## src/rtl/relogio_xadrez_core.sv

```systemverilog
`default_nettype none
// +----------------------------------------------------------------------------+
// | relogio_xadrez_core                                                        |
// | Two-player chess clock: BCD mm:ss countdown, turn swaps, flagging and an   |
// | 8-digit multiplexed seven-segment driver. Optional RELOGIO_INCREMENT_EN    |
// | adds 2 s to the player who ends a turn.                                    |
// | Revision: 1.0                                                              |
// +----------------------------------------------------------------------------+
module relogio_xadrez_core #(
    parameter int CLOCK_FREQ = 100_000_000,
    parameter int SCAN_DIV   = 100_000
) (
    input  logic       clock,
    input  logic       reset,
    input  logic       carga,
    input  logic       j1,
    input  logic       j2,
    input  logic [6:0] chaves,
    output logic [7:0] an,
    output logic [7:0] dec_ddp
);

    localparam int PRE_W  = (CLOCK_FREQ > 1) ? $clog2(CLOCK_FREQ) : 1;
    localparam int SCAN_W = (SCAN_DIV > 1) ? $clog2(SCAN_DIV) : 1;
    localparam logic [PRE_W-1:0]  PRE_MAX  = PRE_W'(CLOCK_FREQ - 1);
    localparam logic [SCAN_W-1:0] SCAN_MAX = SCAN_W'(SCAN_DIV - 1);

    typedef enum logic [2:0] {
        IDLE   = 3'd0,
        LOADED = 3'd1,
        RUN1   = 3'd2,
        RUN2   = 3'd3,
        END1   = 3'd4,
        END2   = 3'd5
    } state_t;

    // Bits [1:0] are the synchronizer stages, bit [2] holds the previous synced value.
    logic [2:0] carga_q, j1_q, j2_q;
    logic       carga_ev, j1_ev, j2_ev;

    state_t            state_q, state_d;
    logic [15:0]       t1_q, t1_d, t2_q, t2_d;
    logic [PRE_W-1:0]  pre_q, pre_d;

    logic [SCAN_W-1:0] scan_cnt_q;
    logic [2:0]        idx_q;
    logic [7:0]        an_q, seg_q;
    logic [7:0]        an_d, seg_d;
    logic [3:0]        digit;
    logic              dp_on;

    function automatic logic [15:0] load_value(input logic [6:0] m);
        logic [6:0] v;
        v = (m > 7'd99) ? 7'd99 : m;
        return {4'(v / 7'd10), 4'(v % 7'd10), 8'h00};
    endfunction

    function automatic logic [15:0] bcd_dec(input logic [15:0] t);
        logic [15:0] r;
        r = t;
        if (t[3:0] != 4'd0) begin
            r[3:0] = t[3:0] - 4'd1;
        end else if (t[7:4] != 4'd0) begin
            r[7:4] = t[7:4] - 4'd1;
            r[3:0] = 4'd9;
        end else if (t[15:8] != 8'h00) begin
            r[7:0] = 8'h59;
            if (t[11:8] != 4'd0) begin
                r[11:8] = t[11:8] - 4'd1;
            end else begin
                r[11:8]  = 4'd9;
                r[15:12] = t[15:12] - 4'd1;
            end
        end
        return r;
    endfunction

`ifdef RELOGIO_INCREMENT_EN
    function automatic logic [15:0] bcd_inc2(input logic [15:0] t);
        logic [15:0] r;
        logic [4:0]  s1;
        r  = t;
        s1 = {1'b0, t[3:0]} + 5'd2;
        if (t[15:4] == 12'h995 && t[3:0] >= 4'd8) begin
            r = 16'h9959;
        end else if (s1 >= 5'd10) begin
            r[3:0] = 4'(s1 - 5'd10);
            if (t[7:4] == 4'd5) begin
                r[7:4] = 4'd0;
                if (t[11:8] == 4'd9) begin
                    r[11:8]  = 4'd0;
                    r[15:12] = t[15:12] + 4'd1;
                end else begin
                    r[11:8] = t[11:8] + 4'd1;
                end
            end else begin
                r[7:4] = t[7:4] + 4'd1;
            end
        end else begin
            r[3:0] = s1[3:0];
        end
        return r;
    endfunction
`endif

    function automatic logic [7:0] seg7(input logic [3:0] d);
        case (d)
            4'd0:    return 8'h03;
            4'd1:    return 8'h9F;
            4'd2:    return 8'h25;
            4'd3:    return 8'h0D;
            4'd4:    return 8'h99;
            4'd5:    return 8'h49;
            4'd6:    return 8'h41;
            4'd7:    return 8'h1F;
            4'd8:    return 8'h01;
            4'd9:    return 8'h09;
            default: return 8'hFF;
        endcase
    endfunction

    assign carga_ev = carga_q[1] & ~carga_q[2];
    assign j1_ev    = j1_q[1] & ~j1_q[2];
    assign j2_ev    = j2_q[1] & ~j2_q[2];

    always_comb begin
        state_d = state_q;
        t1_d    = t1_q;
        t2_d    = t2_q;
        pre_d   = pre_q;
        if (carga_ev) begin
            state_d = LOADED;
            t1_d    = load_value(chaves);
            t2_d    = load_value(chaves);
            pre_d   = '0;
        end else begin
            case (state_q)
                LOADED: begin
                    if (j2_ev && !j1_ev) begin
                        state_d = RUN1;
                        pre_d   = '0;
                    end else if (j1_ev && !j2_ev) begin
                        state_d = RUN2;
                        pre_d   = '0;
                    end
                end
                RUN1: begin
                    if (t1_q == 16'h0000) begin
                        state_d = END1;
                    end else if (j1_ev) begin
                        state_d = RUN2;
                        pre_d   = '0;
`ifdef RELOGIO_INCREMENT_EN
                        t1_d    = bcd_inc2(t1_q);
`endif
                    end else if (pre_q == PRE_MAX) begin
                        pre_d = '0;
                        t1_d  = bcd_dec(t1_q);
                    end else begin
                        pre_d = pre_q + PRE_W'(1);
                    end
                end
                RUN2: begin
                    if (t2_q == 16'h0000) begin
                        state_d = END2;
                    end else if (j2_ev) begin
                        state_d = RUN1;
                        pre_d   = '0;
`ifdef RELOGIO_INCREMENT_EN
                        t2_d    = bcd_inc2(t2_q);
`endif
                    end else if (pre_q == PRE_MAX) begin
                        pre_d = '0;
                        t2_d  = bcd_dec(t2_q);
                    end else begin
                        pre_d = pre_q + PRE_W'(1);
                    end
                end
                default: ;
            endcase
        end
    end

    always_comb begin
        digit = 4'd0;
        case (idx_q)
            3'd7: digit = t1_q[15:12];
            3'd6: digit = t1_q[11:8];
            3'd5: digit = t1_q[7:4];
            3'd4: digit = t1_q[3:0];
            3'd3: digit = t2_q[15:12];
            3'd2: digit = t2_q[11:8];
            3'd1: digit = t2_q[7:4];
            3'd0: digit = t2_q[3:0];
            default: digit = 4'd0;
        endcase
        // Separator dps on 6 and 2; a flagged player's whole half lights its dps.
        dp_on = (idx_q == 3'd6) || (idx_q == 3'd2) ||
                (state_q == END1 && idx_q[2]) || (state_q == END2 && !idx_q[2]);
        seg_d = seg7(digit) & ~{7'b0000000, dp_on};
        an_d  = ~(8'd1 << idx_q);
    end

    always_ff @(posedge clock or negedge reset) begin
        if (!reset) begin
            carga_q    <= 3'b000;
            j1_q       <= 3'b000;
            j2_q       <= 3'b000;
            state_q    <= IDLE;
            t1_q       <= 16'h0000;
            t2_q       <= 16'h0000;
            pre_q      <= '0;
            scan_cnt_q <= '0;
            idx_q      <= 3'd0;
            an_q       <= 8'hFF;
            seg_q      <= 8'hFF;
        end else begin
            carga_q <= {carga_q[1:0], carga};
            j1_q    <= {j1_q[1:0], j1};
            j2_q    <= {j2_q[1:0], j2};
            state_q <= state_d;
            t1_q    <= t1_d;
            t2_q    <= t2_d;
            pre_q   <= pre_d;
            if (scan_cnt_q == SCAN_MAX) begin
                scan_cnt_q <= '0;
                idx_q      <= idx_q + 3'd1;
            end else begin
                scan_cnt_q <= scan_cnt_q + SCAN_W'(1);
            end
            an_q  <= an_d;
            seg_q <= seg_d;
        end
    end

    assign an      = an_q;
    assign dec_ddp = seg_q;

endmodule
`default_nettype wire

```

## config.mk

```make
export PLATFORM = sky130hd
export DESIGN_NAME = relogio_xadrez_core
export DESIGN_NICKNAME = d
export VERILOG_FILES = /design/src/rtl/relogio_xadrez_core.sv
export SDC_FILE = /design/constraint.sdc
export NUM_CORES = 1
export LEC_CHECK = 0
export ABC_AREA = 1
export CORE_MARGIN = 4
export CORE_UTILIZATION = 37
export CTS_CLUSTER_DIAMETER = 150
export DETAILED_ROUTE_END_ITERATION = 7
export SYNTH_ARGS = -nofsm -noshare
export SYNTH_HDL_FRONTEND = slang
export SYNTH_SLANG_ARGS = --single-unit
export TNS_END_PERCENT = 30
```

## constraint.sdc

```tcl
create_clock -name clock -period 3.5 [get_ports clock]
set_clock_uncertainty 0.15 [all_clocks]
set_input_delay 0.525 -clock clock [delete_from_list [all_inputs] [get_ports clock]]
set_output_delay 0.525 -clock clock [all_outputs]
set_load 0.05 [all_outputs]
```

==> impl_metrics.yaml <==
synthesis:
  synth_top_area_share: 0.358
  synth_edf_count: 0
  yosysTopAreaCell: "dfrtp_1"
  synth_seq_cells: 107
  yosysWarningCount: 0
  seq_area_frac_synth: 0.424
  synth.cell_area_um2: 6360
  synthCells: 807
  synth_cell_types: 53
  synth_nets: 846
  synth_area_leaders: "dfrtp_1 (36%), inv_1 (8.3%), nand2_1 (7.8%)"
  synth-main-ff-cell: "dfrtp_1"
  synthArstFlopShare: 1.00
  syn_avg_cell_area_um2: 7.89
timing:
  drv_slew: 0
  fmax_mhz: 318
  hold_viol: 0
  min_period_ns: 3.14
  max-slew-margin-rel: 0.357
  tightest_slew_ns: 0.955
  fin_crit_sh: 0.897
  rsz0062_at_grt: "no"
  fin_hold_ws_ns: 0.114
  setup_viol: 0
setup_path:
  cpPeakStageDelay_ns: 0.49
  crit_top_cell: "nand2_2"
  cp_data_arrival_time_ns: 3.28
  r2r_start: "idx_q[0]"
  crit_path_top_delay_cell: "clkdlybuf4s50_1"
  start_kind: "input port"
  crit_fanout: 4
  critical_path_required_ns: 3.64
  crit_type: "input port to register"
  crit_start: "chaves[4]"
  cp-end-kind: "register"
global_route:
  grt_pass1_wl_mm: 24.4
  track_usage: 0.151
  grt_pass1_vias: 5137
  use_met2: 0.245
  overflow: 0
  antenna_found_initial: 0
  busiest_layer: "met2"
  grt.met3_usage: 0.0348
  met1_usage: 0.205
  grt_max_degree: 62
min_path:
  hold_class: "input port to asynchronous set/reset pin"
power:
  p_total_mw: 4.30
  p_per_area_nw_per_um2: 579
  power.leakage_nw: 3.49
  ir_drop_uv: 381
die:
  die_height_um: 139
  core_um2: 16700
  num_io_pins: 28
  initial_core_util: 0.381
  die_x_um: 139
  placementRows: 47
  die_area_um2: 19400
cells_and_area:
  n_fill_cell: 1707
  postLayoutCellArea_um2: 7420
  fin_nets: 906
  diodes: 0
  area_delta_synth_final_pct: 16.6
  drive_above_1_share: 0.147
  utilization: 0.444
  layout_commonest_cell: "inv_1"
  mostFrequentLayoutCells: "inv_1 (139), nand2_1 (130), dfrtp_1 (91)"
clock_network:
  cts_tree: "yes"
  cts_root_buffer: "clkbuf_16"
  cts_inserted_buffers: 9
  clock-sinks: 107
  cts_buffer_depth: 2
  clkTransAtPathRegs_ns: 0.07
  htree_levels: 3
  insertion_delay_ns: 0.36
  postCtsHoldBufs: 0
drt:
  num_vias: 5306
  route.detailed.drc: 0
  vias_per_cell: 4.86
  first_iter_violations: 258
  first_pass_iters: 4
  ant_nets: 0
  wl_per_cell_um: 12.7
  totalWireLength_mm: 13.9
placed_design:
  placed_cell_area_um2: 7090
  buffer_ports.inserted: 27
  place_hpwl_mm: 10.5
  gp_congestion: 0.840
job:
  cap_violations: 0
outcome:
  outcome: "finished, final reports clean"
## power breakdown
part | internal [mW] | total, mW | leakage, nW | switching [mW]
logic | 0.565 | 1.64 | 2.03 | 1.07
registers | 1.50 | 1.65 | 1.32 | 0.152
clock network | 0.556 | 1.01 | 0.143 | 0.456
total | 2.62 | 4.30 | 3.49 | 1.68
## metrics by stage
step | instances | worst slack (ns) | TNS [ns]
floorplan | 807 | 0.395 | 0
CTS | 1092 | 0.132 | 0
finish | 1092 | 0.360 | 0
detailed placement | 1076 | -0.228 | -1.79
global route | 1092 | 0.119 | 0
global placement | 1076 | -0.141 | -1.01
## path summary, 6_finish.rpt
kind	cells past startpoint	end	slack (ns)
min in group clock	0	j1_q[1]	0.20
hold reg to reg	0	j1_q[1]	0.20
setup reg to reg	12	dec_ddp[7]	0.63
setup / recovery	27	t2_q[9]	0.36
max in group asynchronous	2	dec_ddp[0]	2.36
hold / removal	1	t1_q[15]	0.11
## sequential cells by signal, summed over array words and instances, names as in the netlist
register / cells
pre_q: 27
scan_cnt_q: 17
t1_q: 16
t2_q: 16
an: 8
dec_ddp: 8
carga_q: 3
idx_q: 3
j1_q: 3
j2_q: 3
state_q: 3
## worst max-delay path: cells and delay by family
family / cells / cell delay (ns)
simple gates: 19 / 1.47
buf+inv: 4 / 0.64
fa+ha+maj: 3 / 0.47
compound gates: 1 / 0.15
## layer usage
layer  up-vias  share of wire
met3        16          0.035
met4         0          0.016
li1       2740              -
met1      2471           0.48
met5         -              0
met2        79           0.47
## cells in the mapped netlist (2+ instances only)
library cell,count
inv_1,140
nand2_1,132
dfrtp_1,91
nor2_1,87
o21ai_0,56
a21oi_1,45
nand3_1,33
ha_1,27
nor3_1,22
dfstp_2,16
nand2_2,15
nand4_1,13
inv_2,12
xor2_1,12
nor4_1,11
o22ai_1,8
nor2_4,7
nand2_4,6
nor2_2,5
o211ai_1,5
o21ai_1,5
a221oi_1,4
a22oi_1,4
o31ai_1,4
xnor2_1,4
o21a_1,3
o21ai_2,3
a211oi_1,2
a211oi_2,2
a21oi_2,2
a31oi_1,2
buf_6,2
clkbuf_1,2
clkinv_1,2
nand3_2,2
nand3_4,2
nor3b_2,2
or2_1,2
## kinds of logic (layout without fill, tap and decap cells)
group,Yosys count,after routing,share of synthesized area
adders and majority gates,27,27,0.0531
DFF,107,107,0.424
buffers and inverters,161,226,0.0981
and+or+nand+nor,344,344,0.262
xor gates and xnor gates,16,16,0.0220
AOI/OAI and AO/OA,152,152,0.141
## timing repair
item	CTS	global route
endpoints found under the setup margin	0	8
setup buffers	0	0
resized for setup	0	9
## area by class of cell
type / instances / area (µm²) / area share
well taps: 220 / 275 / 0.0371
clock inverters: 6 / 65.1 / 0.00877
inverters: 154 / 578 / 0.0779
flip-flops and latches: 107 / 2700 / 0.364
repair buffers: 56 / 503 / 0.0678
clock buffers: 10 / 229 / 0.0309
multi-input cells: 539 / 3070 / 0.414
No activity file was read; power rests on OpenSTA's default activity.
